[src/rtl/alu_mul_sequencer.sv]
// Sequential 32x32 shift-add multiplier that borrows the datapath ALU for every add.
// Define MUL_SIGNED_EN to add the signed_mode port and the two's-complement NEG/FIX steps.
module alu_mul_sequencer #(
  parameter int WIDTH = 32
) (
  input  logic             clk,
  input  logic             rst_n,
  input  logic             start,
  input  logic [WIDTH-1:0] mcand,
  input  logic [WIDTH-1:0] mplier,
`ifdef MUL_SIGNED_EN
  input  logic             signed_mode,
`endif
  output logic             busy,
  output logic             done,
  output logic [WIDTH-1:0] prod_hi,
  output logic [WIDTH-1:0] prod_lo,
  output logic [WIDTH-1:0] alu_a,
  output logic [WIDTH-1:0] alu_b,
  output logic             alu_ci,
  output logic [3:0]       alu_op,
  input  logic [WIDTH-1:0] alu_out,
  input  logic             alu_c
);

  localparam logic [3:0] OP_ADD = 4'b0000;
`ifdef MUL_SIGNED_EN
  localparam logic [3:0] OP_SUB = 4'b0010;
  localparam logic [3:0] OP_SBB = 4'b0011;

  typedef enum logic [2:0] {
    S_IDLE, S_NEG_A, S_NEG_B, S_MUL, S_FIX_LO, S_FIX_HI, S_DONE
  } state_t;
`else
  typedef enum logic [1:0] {
    S_IDLE, S_MUL, S_DONE
  } state_t;
`endif

  state_t           state;
  logic [WIDTH-1:0] mc;
  logic [WIDTH-1:0] hi;
  logic [WIDTH-1:0] lo;
  logic [5:0]       cnt;
`ifdef MUL_SIGNED_EN
  logic             sm;   // operation runs in signed mode: fixed NEG/FIX sequence
  logic             sgn;  // product must be negated at the end
  logic             brw;
`endif

  // ALU controls depend only on registered state, so alu_out settles within the cycle.
  // NOTE: every output of a combinational block gets a default first so no latch is inferred.
  always_comb begin
    alu_a  = '0;
    alu_b  = '0;
    alu_ci = 1'b0;
    alu_op = OP_ADD;
    case (state)
      S_MUL: begin
        alu_a = hi;
        alu_b = lo[0] ? mc : '0;
      end
`ifdef MUL_SIGNED_EN
      S_NEG_A: begin
        alu_op = OP_SUB;
        alu_b  = mc;
      end
      S_NEG_B: begin
        alu_op = OP_SUB;
        alu_b  = lo;
      end
      S_FIX_LO: begin
        alu_op = OP_SUB;
        alu_b  = lo;
      end
      S_FIX_HI: begin
        alu_op = OP_SBB;
        alu_b  = hi;
        alu_ci = brw;
      end
`endif
      default: ;
    endcase
  end

  // NOTE: sequential state uses non-blocking assignments so every register sees pre-edge values.
  always_ff @(posedge clk or negedge rst_n) begin
    if (!rst_n) begin
      state   <= S_IDLE;
      mc      <= '0;
      hi      <= '0;
      lo      <= '0;
      cnt     <= '0;
      busy    <= 1'b0;
      done    <= 1'b0;
      prod_hi <= '0;
      prod_lo <= '0;
`ifdef MUL_SIGNED_EN
      sm      <= 1'b0;
      sgn     <= 1'b0;
      brw     <= 1'b0;
`endif
    end else begin
      done <= 1'b0;
      case (state)
        S_IDLE: begin
          if (start) begin
            mc   <= mcand;
            lo   <= mplier;
            hi   <= '0;
            cnt  <= '0;
            busy <= 1'b1;
`ifdef MUL_SIGNED_EN
            sm    <= signed_mode;
            sgn   <= signed_mode & (mcand[WIDTH-1] ^ mplier[WIDTH-1]);
            state <= signed_mode ? S_NEG_A : S_MUL;
`else
            state <= S_MUL;
`endif
          end
        end
`ifdef MUL_SIGNED_EN
        // 0 - x yields the magnitude; 0x80000000 maps to itself, which is right unsigned.
        S_NEG_A: begin
          if (mc[WIDTH-1]) mc <= alu_out;
          state <= S_NEG_B;
        end
        S_NEG_B: begin
          if (lo[WIDTH-1]) lo <= alu_out;
          state <= S_MUL;
        end
`endif
        S_MUL: begin
          hi  <= {alu_c, alu_out[WIDTH-1:1]};
          lo  <= {alu_out[0], lo[WIDTH-1:1]};
          cnt <= cnt + 6'd1;
          if (cnt == 6'd31) begin
`ifdef MUL_SIGNED_EN
            state <= sm ? S_FIX_LO : S_DONE;
`else
            state <= S_DONE;
`endif
          end
        end
`ifdef MUL_SIGNED_EN
        S_FIX_LO: begin
          if (sgn) lo <= alu_out;
          brw   <= alu_c;
          state <= S_FIX_HI;
        end
        S_FIX_HI: begin
          if (sgn) hi <= alu_out;
          state <= S_DONE;
        end
`endif
        S_DONE: begin
          prod_hi <= hi;
          prod_lo <= lo;
          done    <= 1'b1;
          busy    <= 1'b0;
          state   <= S_IDLE;
        end
        default: state <= S_IDLE;
      endcase
    end
  end

endmodule

[config.mk]
export PLATFORM = sky130hd
export DESIGN_NAME = alu_mul_sequencer
export DESIGN_NICKNAME = d
export VERILOG_FILES = /design/src/rtl/alu_mul_sequencer.sv
export SDC_FILE = /design/constraint.sdc
export NUM_CORES = 1
export LEC_CHECK = 0
export ABC_AREA = 0
export CAP_MARGIN = 20
export CORE_MARGIN = 2
export CORE_UTILIZATION = 45
export CTS_CLUSTER_SIZE = 24
export DETAILED_ROUTE_END_ITERATION = 10
export DONT_BUFFER_PORTS = 1
export GPL_TIMING_DRIVEN = 0
export REMOVE_ABC_BUFFERS = 1
export SLEW_MARGIN = 20
export SYNTH_ARGS = -nofsm -noshare
export SYNTH_HDL_FRONTEND = slang
export SYNTH_SLANG_ARGS = --single-unit
[constraint.sdc]
create_clock -name clk -period 1.5 [get_ports clk]
set_input_delay 0.15 -clock clk [delete_from_list [all_inputs] [get_ports clk]]
set_output_delay 0.15 -clock clk [all_outputs]
set_load 0.02 [all_outputs]
Word-level counts from Yosys, hierarchy flattened

Cells that the tools add are included.

Input bits: 100
Output and inout port bits: 135
Word-level logic and storage cells: 37
Register bits: 170

Mux-type cells: 15
Reductions and logical operators: 7
Add/sub/neg operators: 1
Equal/unequal tests: 5

Operators by type and width:

| operator                                             | count |
|---|---|
| two-way mux 32 bit                                   | 5 |
| case mux 32 bit (2 select lines)                     | 2 |
| case mux 6 bit (2 select lines)                      | 1 |
| AND reduction 2 bit                                  | 4 |
| adder 6 x 1 -> 6 bit (second input constant)         | 1 |
| equality test 6 x 5 -> 1 bit (second input constant) | 1 |
| two-way mux 6 bit                                    | 1 |
| two-way mux 2 bit                                    | 2 |
| != test 2 bit (second input constant)                | 2 |
| case mux 2 bit (2 select lines)                      | 1 |
| nonzero test 2 bit                                   | 2 |
| equality test 2 x 1 -> 1 bit (second input constant) | 1 |
| equality test 2 bit (second input constant)          | 1 |
| logical NOT 2 bit                                    | 1 |
| two-way mux 1 bit                                    | 2 |
| case mux 1 bit (2 select lines)                      | 1 |

Longest topological paths before layout

Depth after elaboration: 3
Mapped depth: 7
Mapped depth without buffers: 4

Worst setup path before layout

No wires, ideal clock.

Path type: register to register
Start: register state[0]
End: register prod_hi[14]
Data arrival time: 1.301 ns
Stages on the path, launching flop included: 6
Period minus slack after synthesis: 1.426 ns
Data required time: 1.375 ns
Setup time: 0.125 ns
Path buffers: 3
Path slack: 0.074 ns
Cells stage by stage: dfrtp_1 buf_6 nor2b_1 buf_4 buf_4 mux2_2

Cells in the longest elaborated chain, start to end: 1

RTL lines:

| element                  | RTL line | RTL |
|---|---|---|
| start: declaration       | 40       | `state_t state;` |
| start signal: assignment | 89       | `state <= S_IDLE;` |
| start signal: assignment | 118      | `state <= S_MUL;` |
| start signal: assignment | 141      | `state <= S_DONE;` |
| equality test 2 bit      | 105      | `case (state)` |
| end signal: assignment   | 157      | `prod_hi <= hi;` |
| end: declaration         | 16       | `output logic [WIDTH-1:0] prod_hi,` |

Every way passes these cells.
A chain may end at the register's enable or synchronous reset.

Worst setup path in the final report

Start: register state[1]
End: output alu_b[20]

Cells in the longest elaborated chain, start to end: 2

RTL lines:

| element                      | RTL line | RTL |
|---|---|---|
| equality test 2 x 1 -> 1 bit | 58       | `case (state)` |
| two-way mux 32 bit           | 58       |  |
| end: declaration             | 19       | `output logic [WIDTH-1:0] alu_b,` |

Every way passes these cells.

==> impl_results.html <==
<table>
<tr><th>Metric</th><th>Value</th></tr>
<tr><th colspan="2">Critical path</th></tr>
<tr><td>Setup slack of the most critical reg-to-reg path</td><td>-210 ps</td></tr>
<tr><td>CP Max Fanout</td><td>11</td></tr>
<tr><td>Critical path data arrival time</td><td>1600 ps</td></tr>
<tr><td>Start point of the critical path</td><td>state[1]$_DFFE_PN0P_</td></tr>
<tr><td>CP Data Required Time</td><td>1350 ps</td></tr>
<tr><td>Peak per-stage delay on the critical path</td><td>450 ps</td></tr>
<tr><td>Critical path destination</td><td>alu_b[20]</td></tr>
<tr><td>Cell with the largest stage delay on the worst path</td><td>dfrtp_2</td></tr>
<tr><td>Cell chain of the critical path</td><td>nor2b_4, buf_12, buf_16, and3_4</td></tr>
<tr><td>Worst path depth</td><td>4</td></tr>
<tr><td>End of the worst register-to-register path</td><td>hi[0]$_DFFE_PN0P_</td></tr>
<tr><td>Critical path launch point type</td><td>flip-flop</td></tr>
<tr><td>Type of destination of the critical path</td><td>output port</td></tr>
<tr><td>Largest delay contributor family on the critical path</td><td>flip-flops</td></tr>
<tr><td>Critical setup path kind</td><td>flip-flop to output port</td></tr>
<tr><td>Count of buffer and inverter cells on the critical path</td><td>2</td></tr>
<tr><td>Worst R2R Start</td><td>state[0]$_DFFE_PN0P_</td></tr>
<tr><td>R2R cell count</td><td>7</td></tr>
<tr><th colspan="2">STA</th></tr>
<tr><td>Max-slew violation count</td><td>0</td></tr>
<tr><td>Final setup violation count</td><td>208</td></tr>
<tr><td>Worst-case setup margin in the final layout</td><td>-247.2 ps</td></tr>
<tr><td>Final clock period utilization by the worst path</td><td>116.5%</td></tr>
<tr><td>Hold WS</td><td>-576.2 ps</td></tr>
<tr><td>Shortest period the worst path allows</td><td>1747 ps</td></tr>
<tr><td>Final hold viol count</td><td>170</td></tr>
<tr><td>Unrepaired setup endpoints after global routing</td><td>yes</td></tr>
<tr><td>Highest attainable clock frequency</td><td>572.3 MHz</td></tr>
<tr><td>Setup skew after layout</td><td>7.038 ps</td></tr>
<tr><td>Fin Setup TNS</td><td>-28880 ps</td></tr>
<tr><th colspan="2">Global route</th></tr>
<tr><td>Global route overflow</td><td>0</td></tr>
<tr><td>Overall Global Routing Usage</td><td>24.15%</td></tr>
<tr><td>Maximum number of pins on one net before global-route repair</td><td>171</td></tr>
<tr><td>Wire length of the first global-routing pass</td><td>30920 um</td></tr>
<tr><td>Vias in the first global route</td><td>5666</td></tr>
<tr><td>Initial antenna violation count</td><td>0</td></tr>
<tr><th colspan="2">Clocking</th></tr>
<tr><td>CTS buffer count</td><td>17</td></tr>
<tr><td>CTS Hold Bufs</td><td>98</td></tr>
<tr><td>Source-to-sink clock delay at the later pin of the worst-skew pair</td><td>410 ps</td></tr>
<tr><td>Clock buffer depth</td><td>2</td></tr>
<tr><td>H-tree levels</td><td>4</td></tr>
<tr><td>Root Driver</td><td>clkbuf_16</td></tr>
<tr><td>Clk pin slew, worst setup/hold paths</td><td>70 ps</td></tr>
<tr><td>Number of clock sinks</td><td>170</td></tr>
<tr><td>TritonCTS clock tree</td><td>done</td></tr>
<tr><th colspan="2">Route</th></tr>
<tr><td>Detailed-route via count</td><td>5610</td></tr>
<tr><td>Routed len/inst</td><td>21.22 um</td></tr>
<tr><td>First-pass detailed-route iteration total</td><td>5</td></tr>
<tr><td>First-iteration detailed-routing DRC count</td><td>261</td></tr>
<tr><td>Drt via density</td><td>5.447</td></tr>
<tr><td>Antenna Nets Post-Route</td><td>0</td></tr>
<tr><td>Remaining DRCs</td><td>0</td></tr>
<tr><td>Final Routed Wirelength</td><td>21850 um</td></tr>
<tr><th colspan="2">Pwr</th></tr>
<tr><td>Leakage power total</td><td>4.998 nW</td></tr>
<tr><td>Ratio of total power to cell area</td><td>1969 nW/um^2</td></tr>
<tr><td>Largest vdd supply drop</td><td>1.118 mV</td></tr>
<tr><td>Total design power</td><td>0.02118 W</td></tr>
<tr><th colspan="2">Placed design</th></tr>
<tr><td>Quantity of I/O buffers inserted on ports</td><td>0</td></tr>
<tr><td>Routability Congestion</td><td>0.7333</td></tr>
<tr><td>Post-DP HPWL</td><td>10250 um</td></tr>
<tr><th colspan="2">Synth</th></tr>
<tr><td>Most used flip-flop cell after synthesis</td><td>dfrtp_1</td></tr>
<tr><td>Post-synthesis instance area</td><td>7074 um^2</td></tr>
<tr><td>Cell taking the most area after synthesis</td><td>dfrtp_1</td></tr>
<tr><td>Post-synth EDFFs</td><td>0</td></tr>
<tr><td>Fraction of post-synthesis cell area in the top cell type by area</td><td>60.13%</td></tr>
<tr><td>Number of library cell types mapped by synthesis</td><td>30</td></tr>
<tr><td>Async S/R FF share, synth</td><td>100.0%</td></tr>
<tr><td>Synthesized flop and latch total</td><td>170</td></tr>
<tr><td>Most area-consuming cells after synthesis</td><td>dfrtp_1, mux2_2, nand2_1</td></tr>
<tr><td>Yosys Warn Count</td><td>0</td></tr>
<tr><td>Sequential cell area fraction in the yosys report</td><td>60.13%</td></tr>
<tr><td>Average size of a mapped cell</td><td>10.53 um^2</td></tr>
<tr><td>Synthesized netlist cell count</td><td>672</td></tr>
<tr><th colspan="2">Worst hold path</th></tr>
<tr><td>Worst min-delay path class</td><td>input port to asynchronous set/reset pin</td></tr>
<tr><th colspan="2">Finish</th></tr>
<tr><td>Number of nets in the final layout</td><td>908</td></tr>
<tr><td>Multi-input combinational cell area</td><td>3508 um^2</td></tr>
<tr><td>Fillers</td><td>1036</td></tr>
<tr><td>Final antenna diode count</td><td>0</td></tr>
<tr><td>Seq. cell area</td><td>4260 um^2</td></tr>
<tr><td>Area delta synth-&gt;final</td><td>52.03%</td></tr>
<tr><td>Fraction of layout cells with a size suffix above 1</td><td>41.27%</td></tr>
<tr><th colspan="2">Die</th></tr>
<tr><td>Starting density of the core</td><td>46.36%</td></tr>
<tr><td>I/O pin count</td><td>235</td></tr>
<tr><td>Standard-cell rows</td><td>45</td></tr>
<tr><td>Core area</td><td>15260 um^2</td></tr>
<tr><td>Die Y-Extent</td><td>129.4 um</td></tr>
<tr><td>Full die area</td><td>16740 um^2</td></tr>
<tr><td>Die extent in x</td><td>129.4 um</td></tr>
<tr><th colspan="2">Status</th></tr>
<tr><td>Failing checks</td><td>hold timing, setup timing</td></tr>
<tr><td>Outcome</td><td>finished with violations</td></tr>
<tr><th colspan="2">Run</th></tr>
<tr><td># Max-Cap Violations</td><td>0</td></tr>
</table>
==> routing by layer <==
metal  GRT usage [%]  routed length (um)  part of all wire (%)  vias to the layer above
met5               0                   0                     0                        -
met3           5.822                1056                   4.8                       35
met1           30.15                8923                    41                     2864
met2           41.95               11410                    52                      209
met4           6.905                 464                   2.1                        0
li1                -                   -                     -                     2502
==> sequential cells by signal, summed over array words and instances, names as in the netlist <==
register and flops:
hi 32, done 1, prod_lo 32, cnt 6
busy 1, state 2, lo 32, mc 32
prod_hi 32
==> per-stage QoR <==
stage | util [%] | cells | hold slack, ps | cell area [um^2] | setup slack [ps]
after detailed placement | 47.66 | 843 | -143.5 | 7272 | -541.0
final | 70.49 | 1030 | -576.2 | 10760 | -247.2
after CTS | 65.50 | 1019 | -597.0 | 9995 | -236.3
after global placement | 46.33 | 835 | -142.4 | 7069 | -4372
after global routing | 70.49 | 1030 | -613.7 | 10760 | -312.2
after floorplan | - | 624 | -145.6 | 6805 | -2429
==> power breakdown <==
group	total [W]	leakage (nW)	internal (W)	switching, W
registers	0.00850	2.13	0.00626	0.00224
clock network	0.00484	0.304	0.00297	0.00187
logic	0.00784	2.57	0.00393	0.00390
total	0.0212	5.00	0.0132	0.00801
==> final cells by class <==
cell class / instances / share of cell area (%)
sequential: 170 / 39.61
multi-input combinational: 456 / 32.62
timing repair buffer: 161 / 19.28
clock buffer: 18 / 3.990
tap: 211 / 2.455
clock inverter: 13 / 2.013
inverter: 1 / 0.03490
==> worst min-delay path by stage <==
stage	slack (ps)	cells past startpoint	endpoint	startpoint
2_1_floorplan	-150	0	busy$_DFFE_PN0P_	rst_n
3_3_place_gp	-140	0	prod_lo[22]$_DFFE_PN0P_	rst_n
3_5_place_dp	-140	0	lo[22]$_DFFE_PN0P_	rst_n
4_1_cts	-600	0	lo[21]$_DFFE_PN0P_	rst_n
5_1_grt	-610	0	lo[22]$_DFFE_PN0P_	rst_n
6_report	-580	0	lo[22]$_DFFE_PN0P_	rst_n
==> placed cells by master (no fill, tap or decap), types with 10 or more instances in the layout <==
cell type / count
o22ai_4: 14
dlygate4sd3_1: 98
nand2_2: 22
dfrtp_1: 167
o22ai_2: 18
mux2_2: 64
buf_16: 10
clkbuf_16: 26
nand2_1: 135
nor2_1: 60
and2_4: 32
buf_4: 17
nand3_2: 33
and3_4: 31
buf_6: 11
==> logic make-up (layout without fill, tap and decap cells) <==
family | Yosys count | in the layout | synth area share (%)
xor gates and xnor gates | 2 | 2 | 0.2477
and+or+nand+nor | 341 | 344 | 21.49
adders and majority gates | 1 | 1 | 0.1768
other | 1 | 5 | 0.05301
buffers and inverters | 53 | 193 | 4.068
AOI/OAI and AO/OA | 39 | 39 | 3.502
DFF | 170 | 170 | 60.13
muxes | 65 | 65 | 10.33
==> synth_stat cells (3+ instances only) <==
cell      count
and2_1       32
and3_1       32
buf_2        17
buf_4        10
buf_6         4
clkbuf_1     20
dfrtp_1     170
mux2_2       64
nand2_1     165
nand3_1      37
nor2_1       66
o21ai_0       3
o22ai_1      32
==> repair_timing <==
item,in CTS,in global routing
cloned,14,12
setup buffers,33,1
pin swaps,44,105
endpoints found under the hold margin,267,170
setup endpoints to repair,222,213
resized for setup,175,125
Power figures use the tool's default switching activity.
